<file path="src/rtl/uncrop_pkg.sv">
// Shared types for the uncrop/pad stage: FSM states and tuser bit positions.
package uncrop_pkg;
    typedef enum logic {
        IDLE,
        ACTIVE
    } state_t;

    localparam int SOF_BIT = 0;
    localparam int EOL_BIT = 1;
endpackage

</file>
<file path="src/rtl/axis_out_reg.sv">
// Single-stage AXI-Stream output register: loads when empty or being drained.
// Latency 1 cycle; holds data/user stable while the sink stalls.
module axis_out_reg #(
    parameter int DATA_W = 10,
    parameter int USER_W = 2
) (
    input  logic              clk,
    input  logic              srst,
    input  logic              push_i,
    input  logic [DATA_W-1:0] dat_i,
    input  logic [USER_W-1:0] usr_i,
    input  logic              rdy_i,
    output logic              load_o,
    output logic              vld_o,
    output logic [DATA_W-1:0] dat_o,
    output logic [USER_W-1:0] usr_o
);
    logic              vld_q;
    logic [DATA_W-1:0] dat_q;
    logic [USER_W-1:0] usr_q;

    assign load_o = !vld_q || rdy_i;

    always_ff @(posedge clk) begin
        if (srst) begin
            vld_q <= 1'b0;
            dat_q <= '0;
            usr_q <= '0;
        end else if (push_i) begin
            vld_q <= 1'b1;
            dat_q <= dat_i;
            usr_q <= usr_i;
        end else if (rdy_i) begin
            vld_q <= 1'b0;
        end
    end

    assign vld_o = vld_q;
    assign dat_o = dat_q;
    assign usr_o = usr_q;
endmodule

</file>
<file path="src/rtl/uncrop_pad.sv">
// Re-embeds a cropped frame at (crop_x0, crop_y0) in a full frame, padding outside the window.
// Optional debug fill pattern enabled by defining UNCROP_PAD_PATTERN_EN.
module uncrop_pad
    import uncrop_pkg::*;
#(
    parameter int PIXEL_BIT_WIDTH = 10,
    parameter int USER_WIDTH      = 2,
    parameter int IN_ROWS         = 20,
    parameter int IN_COLS         = 20,
    parameter int OUT_ROWS        = 10,
    parameter int OUT_COLS        = 10,
    parameter logic [PIXEL_BIT_WIDTH-1:0] FILL_VALUE = '0
) (
    input  logic                       clk,
    input  logic                       srst,
    input  logic                       s_axis_tvalid,
    output logic                       s_axis_tready,
    input  logic [PIXEL_BIT_WIDTH-1:0] s_axis_tdata,
    input  logic [USER_WIDTH-1:0]      s_axis_tuser,
    input  logic [$clog2(IN_COLS)-1:0] crop_x0,
    input  logic [$clog2(IN_ROWS)-1:0] crop_y0,
    output logic                       m_axis_tvalid,
    input  logic                       m_axis_tready,
    output logic [PIXEL_BIT_WIDTH-1:0] m_axis_tdata,
    output logic [USER_WIDTH-1:0]      m_axis_tuser,
    output logic                       busy,
    output logic                       err_sync
);
    localparam int XW = $clog2(IN_COLS);
    localparam int YW = $clog2(IN_ROWS);
    localparam logic [XW:0] X_MAX  = (XW+1)'(IN_COLS - OUT_COLS);
    localparam logic [YW:0] Y_MAX  = (YW+1)'(IN_ROWS - OUT_ROWS);
    localparam logic [XW:0] X_SPAN = (XW+1)'(OUT_COLS);
    localparam logic [YW:0] Y_SPAN = (YW+1)'(OUT_ROWS);

    state_t              state_q, state_d;
    logic [YW-1:0]       row_q, row_d, y0_q, y0_d;
    logic [XW-1:0]       col_q, col_d, x0_q, x0_d;
    logic                err_q, err_d;

    logic                       load, push, in_win, last_col, last_row, at_origin;
    logic [PIXEL_BIT_WIDTH-1:0] fill, pix;
    logic [USER_WIDTH-1:0]      usr;
    logic                       unused_tuser;

    assign unused_tuser = ^s_axis_tuser;

    assign in_win = ({1'b0, row_q} >= {1'b0, y0_q}) && ({1'b0, row_q} < {1'b0, y0_q} + Y_SPAN)
                 && ({1'b0, col_q} >= {1'b0, x0_q}) && ({1'b0, col_q} < {1'b0, x0_q} + X_SPAN);
    assign last_col  = (col_q == XW'(IN_COLS - 1));
    assign last_row  = (row_q == YW'(IN_ROWS - 1));
    assign at_origin = (row_q == y0_q) && (col_q == x0_q);

`ifdef UNCROP_PAD_PATTERN_EN
    assign fill = ({PIXEL_BIT_WIDTH{row_q[0] ^ col_q[0]}} & FILL_VALUE)
                | (PIXEL_BIT_WIDTH'(col_q) ^ PIXEL_BIT_WIDTH'(row_q));
`else
    assign fill = FILL_VALUE;
`endif

    always_comb begin
        usr            = '0;
        usr[SOF_BIT]   = (row_q == '0) && (col_q == '0);
        usr[EOL_BIT]   = last_col;
    end

    always_comb begin
        state_d       = state_q;
        row_d         = row_q;
        col_d         = col_q;
        x0_d          = x0_q;
        y0_d          = y0_q;
        err_d         = 1'b0;
        s_axis_tready = 1'b0;
        push          = 1'b0;
        pix           = fill;
        case (state_q)
            IDLE: begin
                // An SOF beat is only peeked here; holding ready low keeps it on the bus.
                s_axis_tready = !(s_axis_tvalid && s_axis_tuser[SOF_BIT]);
                if (s_axis_tvalid) begin
                    if (s_axis_tuser[SOF_BIT]) begin
                        x0_d    = ({1'b0, crop_x0} > X_MAX) ? X_MAX[XW-1:0] : crop_x0;
                        y0_d    = ({1'b0, crop_y0} > Y_MAX) ? Y_MAX[YW-1:0] : crop_y0;
                        row_d   = '0;
                        col_d   = '0;
                        state_d = ACTIVE;
                    end else begin
                        err_d = 1'b1;
                    end
                end
            end
            ACTIVE: begin
                if (in_win) begin
                    s_axis_tready = load;
                    push          = s_axis_tvalid && load;
                    pix           = s_axis_tdata;
                    err_d         = push && s_axis_tuser[SOF_BIT] && !at_origin;
                end else begin
                    push = load;
                end
                if (push) begin
                    if (last_col) begin
                        col_d = '0;
                        row_d = row_q + YW'(1);
                        if (last_row) begin
                            row_d   = '0;
                            state_d = IDLE;
                        end
                    end else begin
                        col_d = col_q + XW'(1);
                    end
                end
            end
            default: state_d = IDLE;
        endcase
    end

    always_ff @(posedge clk) begin
        if (srst) begin
            state_q <= IDLE;
            row_q   <= '0;
            col_q   <= '0;
            x0_q    <= '0;
            y0_q    <= '0;
            err_q   <= 1'b0;
        end else begin
            state_q <= state_d;
            row_q   <= row_d;
            col_q   <= col_d;
            x0_q    <= x0_d;
            y0_q    <= y0_d;
            err_q   <= err_d;
        end
    end

    axis_out_reg #(
        .DATA_W (PIXEL_BIT_WIDTH),
        .USER_W (USER_WIDTH)
    ) u_out (
        .clk    (clk),
        .srst   (srst),
        .push_i (push),
        .dat_i  (pix),
        .usr_i  (usr),
        .rdy_i  (m_axis_tready),
        .load_o (load),
        .vld_o  (m_axis_tvalid),
        .dat_o  (m_axis_tdata),
        .usr_o  (m_axis_tuser)
    );

    assign busy     = (state_q == ACTIVE);
    assign err_sync = err_q;
endmodule

</file>
<file path="config.mk">
export PLATFORM = sky130hd
export DESIGN_NAME = uncrop_pad
export DESIGN_NICKNAME = d
export VERILOG_FILES = /design/src/rtl/uncrop_pkg.sv /design/src/rtl/axis_out_reg.sv /design/src/rtl/uncrop_pad.sv
export SDC_FILE = /design/constraint.sdc
export NUM_CORES = 1
export LEC_CHECK = 0
export BUFFER_PORTS_ARGS = -buffer_cell sky130_fd_sc_hd__buf_2
export CORE_MARGIN = 4
export CORE_UTILIZATION = 35
export DETAILED_ROUTE_END_ITERATION = 8
export PLACE_DENSITY_LB_ADDON = 0.08
export SLEW_MARGIN = 40
export SYNTH_ARGS = -nofsm -noshare
export SYNTH_HDL_FRONTEND = slang
export SYNTH_SLANG_ARGS = --single-unit
</file>
<file path="constraint.sdc">
create_clock -name clk -period 6.2 [get_ports clk]
set_input_delay 0.62 -clock clk [delete_from_list [all_inputs] [get_ports clk]]
set_output_delay 0.62 -clock clk [all_outputs]
set_load 0.005 [all_outputs]
</file>
Word-level counts from Yosys, hierarchy flattened

Cells that the tools add are included.

Flip-flop bits (word level): 35
Output and inout bits: 16
Input port bits: 26
Word-level logic and storage cells: 77

Add/subtract/negate cells: 4
Magnitude comparators: 6
Bitwise logic cells: 1
Muxes and demuxes: 30
Equal/unequal tests: 8
Reduce and logical (&&, ||, !) cells: 19

Operator list:

| kind                                                   | number |
|---|---|
| two-way mux 5 bit                                      | 9 |
| two-way mux 10 bit                                     | 2 |
| one-hot mux 5 bit (2 select lines)                     | 2 |
| two-way mux 1 bit                                      | 14 |
| adder 5 x 4 -> 6 bit (second input constant)           | 2 |
| < comparator 5 x 6 -> 1 bit                            | 2 |
| adder 5 x 1 -> 5 bit (second input constant)           | 2 |
| == test 5 bit                                          | 2 |
| == test 5 bit (second input constant)                  | 2 |
| >= comparator 5 bit                                    | 2 |
| > comparator 5 x 4 -> 1 bit (second input constant)    | 2 |
| zero test 5 bit                                        | 2 |
| logical AND 1 bit                                      | 9 |
| one-hot mux 1 bit (2 select lines)                     | 3 |
| AND reduction 3 bit                                    | 2 |
| inequality test 2 x 1 -> 1 bit (second input constant) | 2 |
| inequality test 2 bit (second input constant)          | 2 |
| AND reduction 4 bit                                    | 1 |
| zero test 1 bit                                        | 3 |
| nonzero test 2 bit                                     | 1 |
| logical OR 1 bit                                       | 1 |
| inverter 1 bit                                         | 1 |

Logic depth before layout (Yosys ltp)

Depth after elaboration: 9
Gate-level depth with buffers: 11
Gate-level depth less buffers: 10

By module

A second synthesis with hierarchy kept.

Cells, all modules: 265
Area total of the unflattened synthesis: 2164.6 µm²

Modules (own cells, without submodules):

| module       | area each (µm²) | seq. area each (µm²) | cells each | instances |
|---|---|---|---|---|
| uncrop_pad   | 1687.9          | 440.4                | 222        | 1 |
| axis_out_reg | 476.7           | 260.2                | 43         | 1 |

Least setup slack after synthesis

Ideal clock, no wire load.

Path kind: flip-flop to output port
Start point: register x0_q[1]
End point: output port s_axis_tready
Path slack: 3.770 ns
Required time: 5.580 ns
Stages on the path, launching flop included: 9
Path buffers: 0
Arrival: 1.810 ns
Cells stage by stage: dfxtp_1 > ha_1 > xor2_1 > ha_1 > a21oi_1 > a21o_2 > o2111ai_4 > or2_1 > o21bai_1

Cells in the longest elaborated chain, start to end: 5
Elaborated cells between the ends (all ways): 7
Classes of those cells: add/sub: 1; order compare: 2; mux: 2; reduce/logical: 2

Ends and longest elaborated chain:

| element                                                          | RTL line          | source |
|---|---|---|
| start, declared                                                  | uncrop_pad.sv:38  | `logic [XW-1:0] col_q, col_d, x0_q, x0_d;` |
| start signal, assigned                                           | uncrop_pad.sv:124 | `x0_q <= '0;` |
| start signal, assigned                                           | uncrop_pad.sv:131 | `x0_q <= x0_d;` |
| adder 5 x 4 -> 6 bit or >= comparator 5 bit (tied branches)      | uncrop_pad.sv:49  | `&& ({1'b0, col_q} >= {1'b0, x0_q}) && ({1'b0, col_q} < {1'b0, x0_q} + X_SPAN);` |
| < comparator 5 x 6 -> 1 bit or logical AND 1 bit (tied branches) | uncrop_pad.sv:49  |  |
| logical AND 1 bit (*)                                            | uncrop_pad.sv:49  |  |
| two-way mux 1 bit (*)                                            | uncrop_pad.sv:94  | `if (in_win) begin` |
| one-hot mux 1 bit (2 select lines) (*)                           | uncrop_pad.sv:77  | `case (state_q)` |
| end, declared                                                    | uncrop_pad.sv:17  | `output logic s_axis_tready,` |

Mark *: on every way between the ends. The rest lies on a longest branch, timed or not.

Worst setup path after layout

Start point: register x0_q[2]
End point: output port s_axis_tready

Same word-level chain as after synthesis.

==> qor.yml <==
setup_path:
  crit_path_end_kind: "output pin"
  path_max_fanout: 5
  critPathKind: "flip-flop to output pin"
  rr_startpoint: "y0_q[2]"
  critical_path_required_ns: 5.58
  cp_data_arrival_time_ns: 2.35
  setup.worst_path.start: "x0_q[2]"
  start_kind: "flip-flop"
global_route:
  grt_pass1_vias: 1786
  grtUsageMet2: 0.232
  grt_pass1_wl_um: 8380
  antenna_found_initial: 0
  grt-ovfl-total: 0
  grtUsageMet3: 0.0317
  grt_max_degree: 31
  grtUsageMet1: 0.187
  top_usage_layer: "met2"
  grt_usage: 0.143
placement:
  place_congestion: 0.784
  dpl_cell_area_mm2: 0.00235
  hpwl_um: 3630
  numPortBuffers: 40
synth:
  syn_area_per_cell_um2: 8.75
  async_flop_share: 0
  yosysWarnings: 0
  synth_cell_types: 50
  ys_seq_elements: 35
  syn-instance-count: 241
  syn-cell-area_mm2: 0.00211
  synth_edf_count: 0
  syn-num-nets: 291
  seq_area_frac_synth: 0.332
  synthFlopType: "dfxtp_1"
job:
  max-cap-violations: 0
power_and_ir_drop:
  pwr_density_cell_mw_per_mm2: 212
  irDropWorstVdd_v: 0.000115
  p_leak_nw: 1.08
clock_tree:
  cts_max_path_buffers: 2
  cts_tree: "yes"
  cts-hold-fix-buffers: 0
  cts_root_buffer: "clkbuf_8"
  cts_resized: 0
  cts.clk_slew.worst_paths_ns: 0.08
  worstSkewPairLatency_ns: 0.30
  h-tree-depth: 2
  postCtsSetupBuffers: 0
  clkSinkCount: 35
  cts_made_buffers: 5
timing:
  max_freq_mhz: 337
  clock-skew-final_ns: 0.00692
  grt_setup_unrepaired: "no"
  maxSlewHeadroom: 0.587
  final-setup-viol-count: 0
  period_minus_slack_ns: 2.97
  max_slew.worst_pin.slew_ns: 0.619
  hold_violations: 0
  fin_setup_tns_ns: 0
  period_share: 0.479
  report.final.slew_viol_count: 0
layout:
  final_util: 0.419
  layout_commonest_cell: "buf_2"
  final_area_mm2: 0.00247
  antenna_cells: 0
  final_nets: 329
  drive_above_1_share: 0.229
  syn_to_final_growth_pct: 17.0
  most-common-layout-cells: "40 x buf_2, 35 x dfxtp_1, 24 x ha_1"
status:
  status: "complete, no violations"
routing:
  drtPass1Iterations: 4
  post_drt_wl_per_cell_um: 13.5
  drtAntennaViolNets: 0
  via_per_inst: 5.05
  drt_iter0_drc: 61
  wl_um: 4790
  drc: 0
  route.vias.total: 1794
floorplan:
  die_y_um: 85.6
  num_rows: 28
  die_area_mm2: 0.00733
  io_pins: 42
  start_util: 0.358
  dieWidth_um: 85.6
  coreArea_mm2: 0.00589
worst_hold_path:
  hp-start: "x0_q[0]"
  min_path_type: "flip-flop to flip-flop"
==> registers in the layout, indices dropped and copies added, names as in the netlist <==
| signal | cells |
|---|---|
| u_out.vld_o | 1 |
| u_out.usr_o | 2 |
| busy | 1 |
| col_q | 5 |
| y0_q | 5 |
| u_out.dat_o | 10 |
| err_sync | 1 |
| x0_q | 5 |
| row_q | 5 |
==> where the power goes <==
part           internal [mW]  total, mW  switching, mW
clock network          0.120      0.211         0.0911
registers              0.231      0.238        0.00666
logic                 0.0313     0.0734         0.0421
==> logic make-up (layout without fill, tap and decap cells) <==
kind of cell,Yosys count,in the layout,synth area share
and+or+nand+nor,78,78,0.195
AOI/OAI and AO/OA,69,69,0.240
DFF,35,35,0.332
buffers and inverters,28,67,0.0582
adders and majority gates,24,24,0.142
xor gates and xnor gates,4,4,0.0166
muxes,3,3,0.0148
==> layout make-up <==
cell class	instances	area [um^2]
fillers	625	3420
multi-input cells	178	1290
flip-flops and latches	35	701
repair buffers	40	200
well taps	75	93.8
inverters	19	71.3
clock buffers	5	68.8
clock inverters	3	43.8
==> critical path, stage by stage (launching register included) <==
cell and delay [ns]:
dfxtp_1 0.39, ha_1 0.22, xor2_1 0.15, ha_1 0.26, a21oi_1 0.13, a21o_2 0.16, o2111ai_4 0.15, or2_1 0.31
o21bai_1 0.14, buf_2 0.14
==> per-stage QoR <==
stage / total power, mW / cells / hold WS (ns) / setup WS, ns
global route: 0.554 / 355 / 0.504 / 3.04
CTS: 0.531 / 355 / 0.464 / 3.21
floorplan: 0.294 / 241 / 0.436 / 3.77
finish: 0.522 / 355 / 0.458 / 3.23
detailed placement: 0.317 / 347 / 0.450 / 3.48
global placement: 0.316 / 347 / 0.451 / 3.50
==> final timing paths <==
path | end | depth (start not counted) | slack (ns)
worst max-delay path | s_axis_tready | 9 | 3.23
worst min-delay path | x0_q[0] | 2 | 0.46
worst max register to register | u_out.dat_o[4] | 10 | 3.58
worst min register to register | x0_q[0] | 2 | 0.46
==> per-layer routing <==
| layer | share of wire | wire (um) |
|---|---|---|
| met3 | 0.051 | 244 |
| met4 | 0.0092 | 44 |
| met2 | 0.44 | 2110 |
| met5 | 0 | 0 |
| met1 | 0.50 | 2400 |
==> synthesized netlist by cell type, types with 2 or more instances <==
| cell | number | area share |
|---|---|---|
| nand3_1 | 10 | 0.024 |
| o21bai_1 | 2 | 0.0071 |
| nand4_1 | 4 | 0.012 |
| mux2i_1 | 2 | 0.0095 |
| buf_6 | 2 | 0.011 |
| and2_1 | 3 | 0.0089 |
| a221oi_1 | 2 | 0.0083 |
| a22o_1 | 11 | 0.046 |
| nor3_1 | 4 | 0.0095 |
| or3_1 | 3 | 0.0089 |
| nand2b_1 | 4 | 0.012 |
| nand3b_1 | 2 | 0.0071 |
| dfxtp_1 | 35 | 0.33 |
| and3_1 | 2 | 0.0059 |
| a21o_1 | 3 | 0.011 |
| o21ai_0 | 6 | 0.014 |
| inv_1 | 19 | 0.034 |
| o21ai_1 | 3 | 0.0071 |
| or2_1 | 2 | 0.0059 |
| or4_1 | 3 | 0.011 |
| a21oi_1 | 22 | 0.052 |
| clkbuf_1 | 5 | 0.0089 |
| a211oi_1 | 3 | 0.011 |
| o41ai_1 | 2 | 0.0083 |
| nand2_1 | 20 | 0.036 |
| ha_1 | 24 | 0.14 |
| xnor2_1 | 2 | 0.0083 |
| o21ai_2 | 3 | 0.012 |
| xor2_1 | 2 | 0.0083 |
| a211o_2 | 2 | 0.0095 |
| nor2_1 | 15 | 0.027 |
No activity file was read; power rests on OpenSTA's default activity.
